`config.mk`:
```
export PLATFORM = sky130hd
export DESIGN_NAME = jellyvl_fifo_async_rd_ctrl
export DESIGN_NICKNAME = d
export VERILOG_FILES = /design/src/rtl/jellyvl_fifo_async_rd_ctrl.sv
export SDC_FILE = /design/constraint.sdc
export NUM_CORES = 1
export LEC_CHECK = 0
export CORE_UTILIZATION = 43
export CTS_BUF_LIST = sky130_fd_sc_hd__clkbuf_16
export DETAILED_ROUTE_END_ITERATION = 6
export PLACE_DENSITY = 0.81
export SYNTH_ARGS = -nofsm -noshare
export SYNTH_HDL_FRONTEND = slang
export SYNTH_SLANG_ARGS = --single-unit
```
`constraint.sdc`:
```
create_clock -name clk -period 2.7 [get_ports clk]
set_input_delay 0.27 -clock clk [delete_from_list [all_inputs] [get_ports clk]]
set_output_delay 0.27 -clock clk [all_outputs]
set_load 0.005 [all_outputs]
```
`src/rtl/jellyvl_fifo_async_rd_ctrl.sv`:
```
// jellyvl_fifo_async_rd_ctrl: read side of a dual-clock FIFO, drives a registered-read RAM
// and presents its words as a first-word-fall-through valid/ready stream.
module jellyvl_fifo_async_rd_ctrl #(
   parameter int ADDR_WIDTH = 4,
   parameter int DATA_WIDTH = 32
) (
   input  logic                  clk,
   input  logic                  rst_n,
   input  logic [ADDR_WIDTH:0]   wr_ptr_bin,
   output logic [ADDR_WIDTH:0]   rd_ptr_bin,
   output logic                  ram_rd_en,
   output logic [ADDR_WIDTH-1:0] ram_rd_addr,
   input  logic [DATA_WIDTH-1:0] ram_rd_data,
   output logic [DATA_WIDTH-1:0] m_data,
   output logic                  m_valid,
   input  logic                  m_ready,
   output logic [ADDR_WIDTH:0]   ram_count,
   output logic                  overflow_err
);
   localparam int PW = ADDR_WIDTH + 1;
   localparam logic [PW-1:0] DEPTH = {1'b1, {ADDR_WIDTH{1'b0}}};
   logic [PW-1:0]         r_wr_ptr_q;
   logic [PW-1:0]         r_rd_ptr;
   logic                  r_s1_valid;
   logic                  r_m_valid;
   logic [DATA_WIDTH-1:0] r_m_data;
   logic                  r_ovf;
   logic [PW-1:0]         w_count;
   logic                  w_avail;
   logic                  w_accept;
   logic                  w_rd_en;
   always_comb begin
      w_count  = r_wr_ptr_q - r_rd_ptr;
      w_avail  = r_wr_ptr_q != r_rd_ptr;
      w_accept = !r_m_valid || m_ready;
      // a new read may only overwrite the RAM output once the in-flight word can move on
      w_rd_en  = w_avail && (!r_s1_valid || w_accept);
   end
   always_ff @(posedge clk or negedge rst_n) begin
      if (!rst_n) begin
         r_wr_ptr_q <= '0;
         r_rd_ptr   <= '0;
         r_s1_valid <= 1'b0;
         r_m_valid  <= 1'b0;
         r_m_data   <= '0;
         r_ovf      <= 1'b0;
      end else begin
         r_wr_ptr_q <= wr_ptr_bin;
         if (w_rd_en) r_rd_ptr <= r_rd_ptr + PW'(1);
         r_s1_valid <= w_rd_en || (r_s1_valid && !w_accept);
         if (w_accept) begin
            r_m_valid <= r_s1_valid;
            if (r_s1_valid) r_m_data <= ram_rd_data;
         end
         if (w_count > DEPTH) r_ovf <= 1'b1;
      end
   end
   assign rd_ptr_bin   = r_rd_ptr;
   assign ram_rd_en    = w_rd_en;
   assign ram_rd_addr  = r_rd_ptr[ADDR_WIDTH-1:0];
   assign m_data       = r_m_data;
   assign m_valid      = r_m_valid;
   assign ram_count    = w_count;
   assign overflow_err = r_ovf;
endmodule

```
==> results of run 1 <==
layout by cell type, fill, tap and decap left out, types with 3 or more instances in the layout:
master,instances
xnor2_1,4
xor2_1,3
nand2_1,4
clkdlybuf4s50_1,86
dfrtp_1,44
ha_1,5
inv_1,7
mux2_2,32
clkbuf_16,5
worst paths after layout:
check | end | slack, ns | cells past startpoint
max | ram_rd_en | 0.26 | 5
min | m_data[7] | 0.15 | 1
max reg2reg | overflow_err | 0.79 | 5
min reg2reg | m_data[16] | 0.50 | 1
max in group asynchronous | rd_ptr_bin[0] | 1.88 | 1
min in group clk | r_wr_ptr_q[4] | 0.43 | 1
critical path, cell delays in order, from the launching register on:
cell,delay (ns)
dfrtp_1,0.44
inv_1,0.07
ha_1,0.36
and4_4,0.24
a21oi_4,0.23
clkdlybuf4s50_1,0.55
cell families after synthesis:
| logic type | count (synthesis) | synth area share [%] |
|---|---|---|
| flops | 45 | 60.8 |
| mux | 32 | 19.5 |
| buf+inv | 13 | 4.05 |
| simple gates | 13 | 4.46 |
| xor+xnor | 8 | 4.19 |
| compound gates | 6 | 2.57 |
| fa+ha+maj | 6 | 4.46 |
power breakdown:
group          total, W  switching, W  leakage [nW]  internal [W]
Clock          0.000582      0.000243        0.0672      0.000339
Combinational  0.000955      0.000340         0.637      0.000615
Sequential     0.000892     0.0000943         0.516      0.000798
metrics by stage:
stage	setup WS, ns	area (um2)	std cells	hold WS (ns)	utilization [%]
after global routing	0.169	2900	264	0.220	71.5
after global placement	0.375	2750	255	0.465	67.7
after detailed placement	0.250	2750	255	0.478	67.7
after CTS	0.0349	2900	264	0.183	71.4
after floorplan	0.794	1850	123	-0.0256	-
final	0.261	2900	264	0.147	71.5
final cells by class:
| class | instances | share of cell area [%] |
|---|---|---|
| clock buffers | 5 | 4.31 |
| clock inverters | 3 | 0.647 |
| inverters | 6 | 0.777 |
| multi-input cells | 65 | 22.4 |
| flip-flops and latches | 45 | 38.9 |
| well taps | 50 | 2.16 |
| repair buffers | 90 | 30.8 |
sequential cells by signal (all words and copies together) (netlist names):
name / flops
r_wr_ptr_q: 5
rd_ptr_bin: 5
overflow_err: 1
r_s1_valid: 1
m_valid: 1
m_data: 32
layer usage:
layer	vias up	wire, um	track usage [%]
met4	0	77	8.24
met1	634	1570	22.1
met5	-	0	0
li1	596	-	-
met2	61	1930	30.4
met3	8	378	8.95
what timing repair did:
item                       4_1_cts  5_1_grt
pin swaps                        0        0
hold buffers                     0        0
setup endpoints to repair        1        1
gates resized for setup          1        1
buffers inserted                 1        0
==> reports/qor.csv, run 1 <==
stage;metric;value;unit
run_status;run status;complete, no violations;
detailed_routing;final wirelength;3960;um
pwr;Leak;1.22;nW
placed_design;PortBufs;88;
cells_and_area;multi-input logic area;651;um2
yosys;area leader, netlist;dfrtp_1;
grt;gr usage total;19.2;%
critical_path;data required time at the worst endpoint;2.43;ns
placed_design;Routability Congestion;0.782;
cells_and_area;final-stage net count;259;
timing;fin crit period;2.44;ns
timing;max-slew violation count;0;
cells_and_area;area delta synth->final;56.6;%
yosys;most frequent cell after synthesis;dfrtp_1;
min_path;worst min path class;in -> async;
grt;antenna violations before repair;0;
timing;TNS Setup;0;ns
timing;Worst slew margin;34.5;%
floorplan;Ports;89;
yosys;cell area after synthesis;1850;um2
critical_path;nature of the critical path startpoint;register;
cells_and_area;fraction of layout cells with a size suffix above 1;21.5;%
yosys;Avg Cell Area, Syn;15.1;um2
yosys;syn_nets;169;
critical_path;Worst EP arrival;2.17;ns
clock_tree;Clock Path Buffers;2;
pwr;maximum vdd drop;0.000428;V
clock_tree;CTS root buffer;clkbuf_16;
yosys;Synth top area share;60.8;%
critical_path;Crit. Startpoint;rd_ptr_bin[2];
timing;final hold violations;0;
critical_path;worst-path fanout max;7;
floorplan;# rows;23;
cells_and_area;fill cell count;290;
detailed_routing;TritonRoute pass-1 iters;4;
clock_tree;CTS Buf Count;5;
clock_tree;Clk Latency, worst-skew pair;0.28;ns
detailed_routing;1st-iter DRT viols;35;
detailed_routing;DR vias;1299;
floorplan;Die W;67.6;um
timing;f_max;410;MHz
grt;first-pass GRT wire length;6220;um
detailed_routing;post-route ant nets;0;
floorplan;Die Height;67.6;um
critical_path;Crit Path Class;reg -> out;
clock_tree;clk sinks;45;
yosys;Yosys cell types;21;
grt;Overflow after GRT;0;
clock_tree;clk slew on worst S/H paths;0.06;ns
detailed_routing;DRC Markers;0;
pwr;PwrDens;837;nW/um2
clock_tree;clock tree from TritonCTS;done;
job;maxcap violations;0;
grt;pin count of the biggest net entering global routing;46;
timing;Tcrit/Tclk final;90.3;%
detailed_routing;DR vias/cell;4.92;
grt;number of global-route vias before repair;1304;
pwr;Final Total Pwr;0.00243;W
timing;RSZ-0062 raised after global routing;false;
critical_path;reg2reg start;rd_ptr_bin[0];
detailed_routing;WL/cell;15.0;um
cells_and_area;diodes inserted;0;
clock_tree;CTS H-Tree Depth;2;
critical_path;crit end category;output port;
yosys;Post-Synthesis Cells;123;
yosys;Seq/Total Area, Yosys;60.8;%
yosys;top cells by area, synth;dfrtp_1 61%, mux2_2 19%, ha_1 3.4%;
cells_and_area;Storage cell area;1130;um2
floorplan;core outline area;4060;um2
timing;final setup violation count;0;
placed_design;DP Wirelength;2880;um
yosys;Synth Flop Type;dfrtp_1;
timing;Worst-Margin Slew;0.982;ns
yosys;Post-synth EDFFs;0;
floorplan;initial core utilization;45.6;%
yosys;synth cell count leaders;45 x dfrtp_1, 32 x mux2_2, 7 x buf_4;
timing;Post-Route Skew;0.00554;ns
yosys;asr flop ratio synth;100;%
yosys;synth warn;0;
yosys;#FFs+latches synth;45;
floorplan;DIE AREA;4570;um2
Note: power is estimated with default switching activity, not from simulation.
==> run 2: changes to the inputs <==
Settings changed: GPL_ROUTABILITY_DRIVEN from default to 0.
==> results of run 2 <==
Same layout as run 1: the final DEF is identical, and so are final timing and power.
==> run 3: changes to the inputs <==
Settings changed: CORE_MARGIN from default to 2, SLEW_MARGIN from default to 20.
==> reports/qor.csv, run 3 (synthesis results as in run 1) <==
stage;metric;value;unit;change
pwr;sequential share of power;36.7;%;about the same
detailed_routing;1st-iter DRT viols;66;;was 35
critical_path;Worst EP arrival;2.18;ns;was 2.17 ns
critical_path;CP Cell Sequence;inv_1 -> ha_1 -> and4_4 -> a21oi_4 -> clkdlybuf4s50_1;;unchanged
grt;gr usage total;18.7;%;was 19.2%
grt;number of global-route vias before repair;1409;;was 1304
detailed_routing;post-route ant nets;0;;unchanged
critical_path;crit end category;output port;;unchanged
critical_path;CP delay by family, top;buffers and inverters;;unchanged
detailed_routing;DRC Markers;0;;unchanged
critical_path;nature of the critical path startpoint;register;;unchanged
cells_and_area;commonest non-fill, non-tap cell in the layout;clkdlybuf4s50_1;;unchanged
critical_path;Buf/Inv on CP;2;;unchanged
pwr;maximum vdd drop;0.000543;V;was 0.000428 V
clock_tree;clock tree from TritonCTS;done;;unchanged
min_path;worst min path class;in -> async;;unchanged
pwr;Clock Power Share;24.1;%;was 23.9%
detailed_routing;DR vias/cell;4.78;;was 4.92
clock_tree;CTS Buf Count;5;;unchanged
timing;Worst-Margin Slew;0.555;ns;was 0.982 ns
floorplan;core outline area;4090;um2;was 4060 um2
grt;first-pass GRT wire length;6910;um;was 6220 um
pwr;P_sw;0.000689;W;was 0.000677 W
critical_path;worst-path fanout max;7;;unchanged
floorplan;Ports;89;;unchanged
critical_path;Crit Path Class;reg -> out;;unchanged
detailed_routing;DR vias;1266;;was 1299
grt;Overflow after GRT;0;;unchanged
clock_tree;CTS H-Tree Depth;2;;unchanged
timing;worst hold slack;-0.0265;ns;was 0.147 ns
pwr;switching share of total power;28.2;%;was 27.9%
placed_design;DP Wirelength;3140;um;was 2880 um
clock_tree;Hold Buf Count CTS;0;;unchanged
job;maxcap violations;0;;unchanged
clock_tree;clk slew on worst S/H paths;0.06;ns;about the same
grt;pin count of the biggest net entering global routing;46;;unchanged
cells_and_area;post-route insts no fill;265;;was 264
placed_design;pre-CTS WS;0.292;ns;was 0.250 ns
pwr;PwrDens;840;nW/um2;was 837 nW/um2
timing;Final WS setup;0.251;ns;was 0.261 ns
grt;antenna violations before repair;0;;unchanged
run_status;run status;finished, violations left;;was complete, no violations
timing;fin crit period;2.45;ns;was 2.44 ns
pwr;Logic pwr share;39.2;%;was 39.3%
timing;max-slew violation count;0;;unchanged
timing;f_max;408;MHz;was 410 MHz
timing;RSZ-0062 raised after global routing;false;;unchanged
clock_tree;CTS root buffer;clkbuf_16;;unchanged
timing;final hold violations;45;;was 0
clock_tree;Clk Latency, worst-skew pair;0.28;ns;about the same
pwr;Leak;1.23;nW;was 1.22 nW
cells_and_area;fraction of layout cells with a size suffix above 1;22.3;%;was 21.5%
critical_path;crit-path max cell delay;0.55;ns;about the same
timing;final setup violation count;0;;unchanged
floorplan;Die Height;69.6;um;was 67.6 um
run_status;failing checks;hold timing;;
cells_and_area;fill cell count;269;;was 290
cells_and_area;diodes inserted;0;;unchanged
floorplan;Die W;69.6;um;was 67.6 um
cells_and_area;final-stage net count;260;;was 259
timing;Tcrit/Tclk final;90.7;%;was 90.3%
cells_and_area;area delta synth->final;57.1;%;was 56.6%
floorplan;DIE AREA;4850;um2;was 4570 um2
critical_path;crit path max-delay cell type;clkdlybuf4s50_1;;unchanged
timing;Worst slew margin;63.0;%;was 34.5%
timing;TNS Setup;0;ns;unchanged
placed_design;Post-DP Area;2750;um2;about the same
placed_design;placed insts;256;;was 255
clock_tree;Clock Path Buffers;2;;unchanged
detailed_routing;WL/cell;15.8;um;was 15.0 um
cells_and_area;design area;2910;um2;was 2900 um2
pwr;internal power;0.00176;W;was 0.00175 W
floorplan;initial core utilization;45.3;%;was 45.6%
detailed_routing;final wirelength;4180;um;was 3960 um
floorplan;# rows;23;;unchanged
placed_design;PortBufs;88;;unchanged
cells_and_area;leading cell types in the layout, fill and taps excluded;86 x clkdlybuf4s50_1, 44 x dfrtp_1, 32 x mux2_2;;unchanged
critical_path;data required time at the worst endpoint;2.43;ns;about the same
detailed_routing;TritonRoute pass-1 iters;4;;unchanged
timing;Post-Route Skew;0.00375;ns;was 0.00554 ns
cells_and_area;max reg flops;32;;unchanged
clock_tree;clk sinks;45;;unchanged
-- run 3: changes by cell type in the layout (fill, tap and decap cells not counted), sizes merged --
cell,delta
clkinv,+2
buf,+1
clkinvlp,-1
inv,-1
-- run 3: path summary, 6_finish.rpt --
check / startpoint / end / slack [ns] / depth (start not counted)
worst max-delay path: rd_ptr_bin[2] / ram_rd_en / 0.25 / 5
worst min-delay path: rst_n / m_data[12] / -0.03 / 1
worst max register to register: rd_ptr_bin[0] / overflow_err / 0.71 / 5
worst min register to register: r_s1_valid / m_valid / 0.48 / 1
max in group asynchronous: rst_n / rd_ptr_bin[0] / 2.32 / 1
min in group clk: wr_ptr_bin[2] / r_wr_ptr_q[2] / 0.42 / 1
-- run 3: metal layers --
layer | GRT usage, % | up-vias | part of all wire [%]
li1 | - | 599 | -
met2 | 30.1 | 57 | 49
met1 | 21.2 | 606 | 39
met3 | 10.0 | 4 | 10
met4 | 6.41 | 0 | 1.0
met5 | 0 | - | 0
-- run 3: final cells by class --
class                      count  area (um2)  area share (%)
clock buffer                   5         125            4.30
inverter                       6        22.5           0.774
clock inverter                 3        17.5           0.602
multi-input combinational     65         651            22.4
tap                           50        62.6            2.15
timing repair buffer          91         903            31.1
sequential                    45        1130            38.8
-- run 3: timing repair --
action,4_1_cts,5_1_grt
pin swaps,0,0
buffers inserted,0,1
gates resized for setup,1,1
endpoints found under the setup margin,1,1
-- run 3: through the flow --
| step | utilization (%) | total power (W) |
|---|---|---|
| 2_1_floorplan | - | 0.00132 |
| 5_1_grt | 71.2 | 0.00259 |
| 3_5_place_dp | 67.4 | 0.00186 |
| 3_3_place_gp | 67.4 | 0.00183 |
| 6_report | 71.2 | 0.00244 |
| 4_1_cts | 70.9 | 0.00246 |
-- run 3: power by group through the flow --
stage                     Clock (W)  Combinational, W  Sequential, W
after floorplan                   0          0.000414       0.000907
after global placement            0          0.000932       0.000900
after detailed placement          0          0.000949       0.000914
after CTS                  0.000598          0.000961       0.000903
after global routing       0.000640           0.00103       0.000918
final                      0.000589          0.000958       0.000897
